$ cat src/rtl/core_pkg.sv
// Shared definitions for the 5-stage MIPS core front end.
//   INSTR_W           instruction width
//   NOP_INSTR         word injected into pipeline registers as a bubble
//   RESET_PC_DEFAULT  PC loaded on reset
//   fetch_state_t     fetch FSM states (RUN / MISS / HELD)
//   align_word()      forces the two byte-offset bits of an address to 00
package core_pkg;

    localparam int INSTR_W = 32;

    localparam logic [INSTR_W-1:0] NOP_INSTR        = 32'h0000_0000;
    localparam logic [31:0]        RESET_PC_DEFAULT = 32'h0000_0000;

    typedef enum logic [1:0] {
        RUN  = 2'd0,
        MISS = 2'd1,
        HELD = 2'd2
    } fetch_state_t;

    function automatic logic [31:0] align_word(input logic [31:0] addr);
        return addr & 32'hFFFF_FFFC;
    endfunction

endpackage

$ cat src/rtl/if_id_reg.sv
// IF/ID pipeline register with hold and flush.
//   clk, rst    clock, synchronous active-high reset (loads NOP, pc4 = 0, invalid)
//   flush       load a bubble (NOP, pc4 = 0, valid = 0); wins over en
//   en          load d_* ; when both flush and en are low the register holds
//   d_instr/d_pc4/d_valid   next contents
//   q_instr/q_pc4/q_valid   current contents
module if_id_reg
    import core_pkg::*;
#(
    parameter logic [INSTR_W-1:0] NOP = NOP_INSTR
) (
    input  logic               clk,
    input  logic               rst,
    input  logic               flush,
    input  logic               en,
    input  logic [INSTR_W-1:0] d_instr,
    input  logic [31:0]        d_pc4,
    input  logic               d_valid,
    output logic [INSTR_W-1:0] q_instr,
    output logic [31:0]        q_pc4,
    output logic               q_valid
);

    logic [INSTR_W-1:0] instr_d, instr_q;
    logic [31:0]        pc4_d, pc4_q;
    logic               valid_d, valid_q;

    // Next-contents selection: flush beats load, otherwise hold.
    always_comb begin
        instr_d = instr_q;
        pc4_d   = pc4_q;
        valid_d = valid_q;
        if (flush) begin
            instr_d = NOP;
            pc4_d   = 32'h0000_0000;
            valid_d = 1'b0;
        end else if (en) begin
            instr_d = d_instr;
            pc4_d   = d_pc4;
            valid_d = d_valid;
        end else begin
            instr_d = instr_q;
            pc4_d   = pc4_q;
            valid_d = valid_q;
        end
    end

    // Register update with synchronous reset to a bubble.
    always_ff @(posedge clk) begin
        if (rst) begin
            instr_q <= NOP;
            pc4_q   <= 32'h0000_0000;
            valid_q <= 1'b0;
        end else begin
            instr_q <= instr_d;
            pc4_q   <= pc4_d;
            valid_q <= valid_d;
        end
    end

    assign q_instr = instr_q;
    assign q_pc4   = pc4_q;
    assign q_valid = valid_q;

endmodule

$ cat src/rtl/fetch_stage.sv
// Instruction fetch stage: PC register, I-cache request handshake and IF/ID.
//   clk, rst                 clock, synchronous active-high reset
//   PCWrite, if_id_Write     hazard-unit controls (0 = freeze PC / hold IF/ID)
//   global_stall             D-cache stall, freezes every flop of this block
//   redirect_valid/_pc       taken branch/jump resolved in ID
//   ICACHE_ren/_addr         read request and word address (pc[31:2])
//   ICACHE_stall/_rdata      cache not-ready flag and returned instruction
//   if_id_instr/_pc4/_valid  IF/ID register contents (valid = 0 is a bubble)
//   fetch_stall              high while a miss is outstanding (informational)
module fetch_stage
    import core_pkg::*;
#(
    parameter logic [31:0]        RESET_PC = RESET_PC_DEFAULT,
    parameter logic [INSTR_W-1:0] NOP      = NOP_INSTR
) (
    input  logic               clk,
    input  logic               rst,
    input  logic               PCWrite,
    input  logic               if_id_Write,
    input  logic               global_stall,
    input  logic               redirect_valid,
    input  logic [31:0]        redirect_pc,
    output logic               ICACHE_ren,
    output logic [29:0]        ICACHE_addr,
    input  logic               ICACHE_stall,
    input  logic [INSTR_W-1:0] ICACHE_rdata,
    output logic [INSTR_W-1:0] if_id_instr,
    output logic [31:0]        if_id_pc4,
    output logic               if_id_valid,
    output logic               fetch_stall
);

    fetch_state_t       state_d, state_q;
    logic [31:0]        pc_d, pc_q;
    logic               squash_d, squash_q;
    logic [31:0]        squash_pc_d, squash_pc_q;
    logic [INSTR_W-1:0] hold_d, hold_q;

    logic               redir_s;
    logic [31:0]        target_s;
    logic [31:0]        pc_plus4_s;
    logic               ifid_flush_s;
    logic               ifid_load_s;
    logic [INSTR_W-1:0] ifid_instr_s;

    // A redirect only counts when the PC is allowed to move; ID re-asserts it otherwise.
    assign redir_s    = redirect_valid & PCWrite;
    assign target_s   = align_word(redirect_pc);
    assign pc_plus4_s = pc_q + 32'd4;

    // The only word that enters IF/ID from HELD is the buffered one.
    assign ifid_instr_s = (state_q == HELD) ? hold_q : ICACHE_rdata;

    // Next-state, PC and IF/ID control.
    always_comb begin
        state_d      = state_q;
        pc_d         = pc_q;
        squash_d     = squash_q;
        squash_pc_d  = squash_pc_q;
        hold_d       = hold_q;
        ifid_flush_s = 1'b0;
        ifid_load_s  = 1'b0;
        if (global_stall) begin
            state_d = state_q;
        end else begin
            case (state_q)
                RUN, MISS: begin
                    if (ICACHE_stall) begin
                        // Miss (new or continuing): PC, and thus the address, stays put.
                        state_d      = MISS;
                        ifid_flush_s = if_id_Write;
                        if (redir_s) begin
                            squash_d    = 1'b1;
                            squash_pc_d = target_s;
                        end else begin
                            squash_d = squash_q;
                        end
                    end else begin
                        state_d = RUN;
                        if (redir_s) begin
                            // Wrong-path word: drop it, go to the (newest) target.
                            pc_d         = target_s;
                            ifid_flush_s = 1'b1;
                            squash_d     = 1'b0;
                        end else if (squash_q) begin
                            pc_d         = squash_pc_q;
                            squash_d     = 1'b0;
                            ifid_flush_s = if_id_Write;
                        end else if (PCWrite && if_id_Write) begin
                            pc_d        = pc_plus4_s;
                            ifid_load_s = 1'b1;
                        end else if (!if_id_Write) begin
                            // ID cannot take the word: park it so it is not re-fetched.
                            hold_d  = ICACHE_rdata;
                            state_d = HELD;
                        end else begin
                            // PC frozen but IF/ID open: re-fetch the same PC next cycle.
                            ifid_flush_s = 1'b1;
                        end
                    end
                end
                HELD: begin
                    if (redir_s) begin
                        pc_d         = target_s;
                        ifid_flush_s = 1'b1;
                        state_d      = RUN;
                    end else if (if_id_Write) begin
                        pc_d        = pc_plus4_s;
                        ifid_load_s = 1'b1;
                        state_d     = RUN;
                    end else begin
                        state_d = HELD;
                    end
                end
                default: begin
                    state_d = RUN;
                end
            endcase
        end
    end

    // State, PC, pending redirect and hold buffer.
    always_ff @(posedge clk) begin
        if (rst) begin
            state_q     <= RUN;
            pc_q        <= RESET_PC;
            squash_q    <= 1'b0;
            squash_pc_q <= 32'h0000_0000;
            hold_q      <= NOP;
        end else begin
            state_q     <= state_d;
            pc_q        <= pc_d;
            squash_q    <= squash_d;
            squash_pc_q <= squash_pc_d;
            hold_q      <= hold_d;
        end
    end

    if_id_reg #(
        .NOP (NOP)
    ) u_if_id (
        .clk     (clk),
        .rst     (rst),
        .flush   (ifid_flush_s),
        .en      (ifid_load_s),
        .d_instr (ifid_instr_s),
        .d_pc4   (pc_plus4_s),
        .d_valid (1'b1),
        .q_instr (if_id_instr),
        .q_pc4   (if_id_pc4),
        .q_valid (if_id_valid)
    );

    // No request while a word is parked, and none during reset.
    assign ICACHE_ren  = ~rst & (state_q != HELD);
    assign ICACHE_addr = pc_q[31:2];
    assign fetch_stall = (state_q == MISS);

endmodule

$ cat config.mk
export PLATFORM = sky130hd
export DESIGN_NAME = fetch_stage
export DESIGN_NICKNAME = d
export VERILOG_FILES = /design/src/rtl/core_pkg.sv /design/src/rtl/if_id_reg.sv /design/src/rtl/fetch_stage.sv
export SDC_FILE = /design/constraint.sdc
export NUM_CORES = 1
export LEC_CHECK = 0
export CAP_MARGIN = 20
export CORE_AREA = 4 4 134 136
export DETAILED_ROUTE_END_ITERATION = 10
export DIE_AREA = 0 0 138 140
export PLACE_DENSITY = 0.72
export SYNTH_ARGS = -nofsm -noshare
export SYNTH_HDL_FRONTEND = slang
export SYNTH_HIERARCHICAL = 1
export SYNTH_SLANG_ARGS = --single-unit
$ cat constraint.sdc
create_clock -name clk -period 5.75 [get_ports clk]
set_input_delay 1.4375 -clock clk [delete_from_list [all_inputs] [get_ports clk]]
set_output_delay 1.4375 -clock clk [all_outputs]
set_load 0.01 [all_outputs]
==> run metrics <==
power density cells 276.3 mW/mm²; Layout area overhead 31.51%; CTS-repair resized insts 0; Tightest Hold Check Type flop to flop; final setup vio count 0; # IOs 168; Avg Inst Size Synth 7.789 µm²; clk slew on worst S/H paths 60 ps; placer congestion estimate 0.8677; antenna cells 0; Async S/R FF share, synth 0%; initial antenna violation count 0; RSZ-0062 raised after global routing no; Post-Syn Instances 959; status finished, final reports clean; Worst path top cell family by delay simple AND/OR/NAND/NOR gates; layout cells sized above 1 5.909%; clock net sink count 160; Core Rows 48; final hold vios 0; number of enable flip-flop cells after synthesis 0; Mapped Area 0.007470 mm²; CP max FO 45; Leakage 0.003500 µW; post-synth top area share 42.88%; Worst EP arrival 4060 ps; Fin Setup TNS 0 ps; Final Core Density 58.00%; max-cap violations 0; IO Port Bufs 165; Slew HR 35.78%; Peak VDD IR 216.7 µV; Register Area 0.003203 mm²; global-route wire length before repair 34.42 mm; drt total wl 21.58 mm; Worst-Skew Late Latency 440 ps; WP buf/inv 2; Chip Width 138 µm; Multi-input gate area 0.003891 mm²; Die Span Y 140 µm; post-DR vias/cell 5.341; Pwr Total 2714 µW; FF+latch count, synth 160; count leader, synth nand2_1; CP max-delay cell and2_1; min Tclk post-route 3764 ps; Crit path required time 6050 ps; fin crit share 65.46%; YS warnings 6; Final Cell Area 0.009823 mm²; fin. max-slew vios 0; wire per inst 16.29 µm; clock skew 11.47 ps; final hold slack 450.5 ps; Post-CTS Setup Bufs 0; hold buffer count at CTS 0; Initial Utilization 44.10%; Synth Flop Type dfxtp_1; most common library cells after synthesis nand2_1 (254), dfxtp_1 (160), a21oi_1 (99); library cell used as clock root buffer clkbuf_16; total die area 0.01932 mm²; crit end category flop; startpoint types input port; Yosys cell types 62; largest net degree at the start of global routing 82; max incr delay on CP 680 ps; post-DP HPWL 13.74 mm; Synth area leader dfxtp_1; antenna-violating nets left 0; drt first pass iters 5; # nets final 1,159; drt drc 0; initial drt markers 552; fillers 1,557; total number of vias 7,077; grt ovf 0; CORE AREA 0.01694 mm²; ranking of synthesized cells by area dfxtp_1 (43%), nand2_1 (13%), mux2i_1 (9.0%), a21oi_1 (6.6%), nor2_1 (4.9%); Total GRT Usage 21.65%; H-tree depth 4; TritonCTS clock tree done; Critical Path Most Common Cell nor2_1; Max clock buf depth 2; Cell Chain, Critical Path clkdlybuf4s50_1 > and2_1 > a22oi_1 > nor2_1 > or2_2 > buf_4 > nor2_1; Post-Place Cell Area 0.009165 mm²; slew at the pin closest to its max-slew limit 963.3 ps; CP Class input port to flop; f_max 265.7 MHz; post-synthesis sequential area ratio 42.88%; vias in the first global route 6,570; TritonCTS Buffers 17
## cell type report
type                       count  share of cell area (%)
sequential                   160                   32.61
clock inverter                13                   2.089
inverter                       8                  0.3057
clock buffer                  19                   4.611
multi-input combinational    720                   39.61
tap                          225                   2.866
timing repair buffer         180                   17.91
## path summary, 6_finish.rpt
path	from	endpoint	slack [ps]	depth (start not counted)
setup / recovery	PCWrite	u_if_id/q_instr[14]$_SDFFE_PP0P_	1990	7
hold / removal	squash_pc_q[9]$_SDFFE_PP0P_	squash_pc_q[9]$_SDFFE_PP0P_	450	2
setup reg to reg	pc_q[2]$_SDFFE_PP0P_	pc_q[28]$_SDFFE_PP0P_	2960	6
hold reg to reg	squash_pc_q[9]$_SDFFE_PP0P_	squash_pc_q[9]$_SDFFE_PP0P_	450	2
## sequential cells by signal, indices dropped and copies added, names as in the netlist
signal / flops
hold_q: 32
squash_pc_q: 30
u_if_id/q_valid: 1
u_if_id/q_pc4: 32
pc_q: 30
u_if_id/q_instr: 32
state_q: 2
squash_q: 1
## layout by cell type, fill, tap and decap left out, types with 3 or more instances in the layout
cell type	count
a211oi_1	4
a21oi_1	99
a311o_1	3
a31oi_1	3
and3_1	7
buf_4	15
bufinv_16	5
clkbuf_16	17
clkdlybuf4s50_1	164
clkinv_2	4
conb_1	3
dfxtp_1	160
inv_1	8
mux2i_1	67
nand2_1	254
nand2b_1	5
nand3_1	16
nand4_1	10
nor2_1	97
nor3_1	17
nor4_1	5
o211ai_1	5
o21a_1	5
o21ai_0	33
o21ai_1	3
o21ba_2	3
o221a_2	3
o311a_1	3
o31a_1	4
o31ai_1	4
or2_1	3
or2_2	3
or4_1	3
xnor2_1	8
xor2_1	14
## kinds of logic (layout without fill, tap and decap cells)
logic type,after synthesis,after routing,share of synthesized area (%)
AO/OA/AOI/OAI,190,190,15.26
XOR/XNOR,22,22,2.580
adder cells (fa/ha/maj),1,1,0.1675
buffers and inverters,80,220,5.159
flip-flops,160,160,42.88
multiplexers,68,68,9.129
other,2,3,0.1005
AND/OR/NAND/NOR,436,436,24.72
## per-stage QoR
step / worst slack [ps] / instances
3_5_place_dp: 1521 / 1293
2_1_floorplan: 2247 / 960
4_1_cts: 1976 / 1325
3_3_place_gp: 1614 / 1293
6_report: 1986 / 1325
5_1_grt: 1782 / 1325
## worst min-delay path: cells and delay by family (launching register included)
family / cells / cell delay (ps)
DFF: 1 / 300
and+or+nand+nor: 1 / 50
AOI/OAI and AO/OA: 1 / 50
## where the power goes
part / switching (µW) / internal [µW] / total (µW)
combinational: 150 / 133 / 282
sequential: 31.6 / 1140 / 1170
clock: 469 / 794 / 1260
## routing by layer
layer	up-vias	global-route usage (%)	part of all wire, %
li1	3498	-	-
met1	3322	29.02	46
met2	226	35.48	47
met3	31	4.302	5.3
met4	0	6.656	1.6
met5	-	0	0
(Power assumes the default switching activity.)
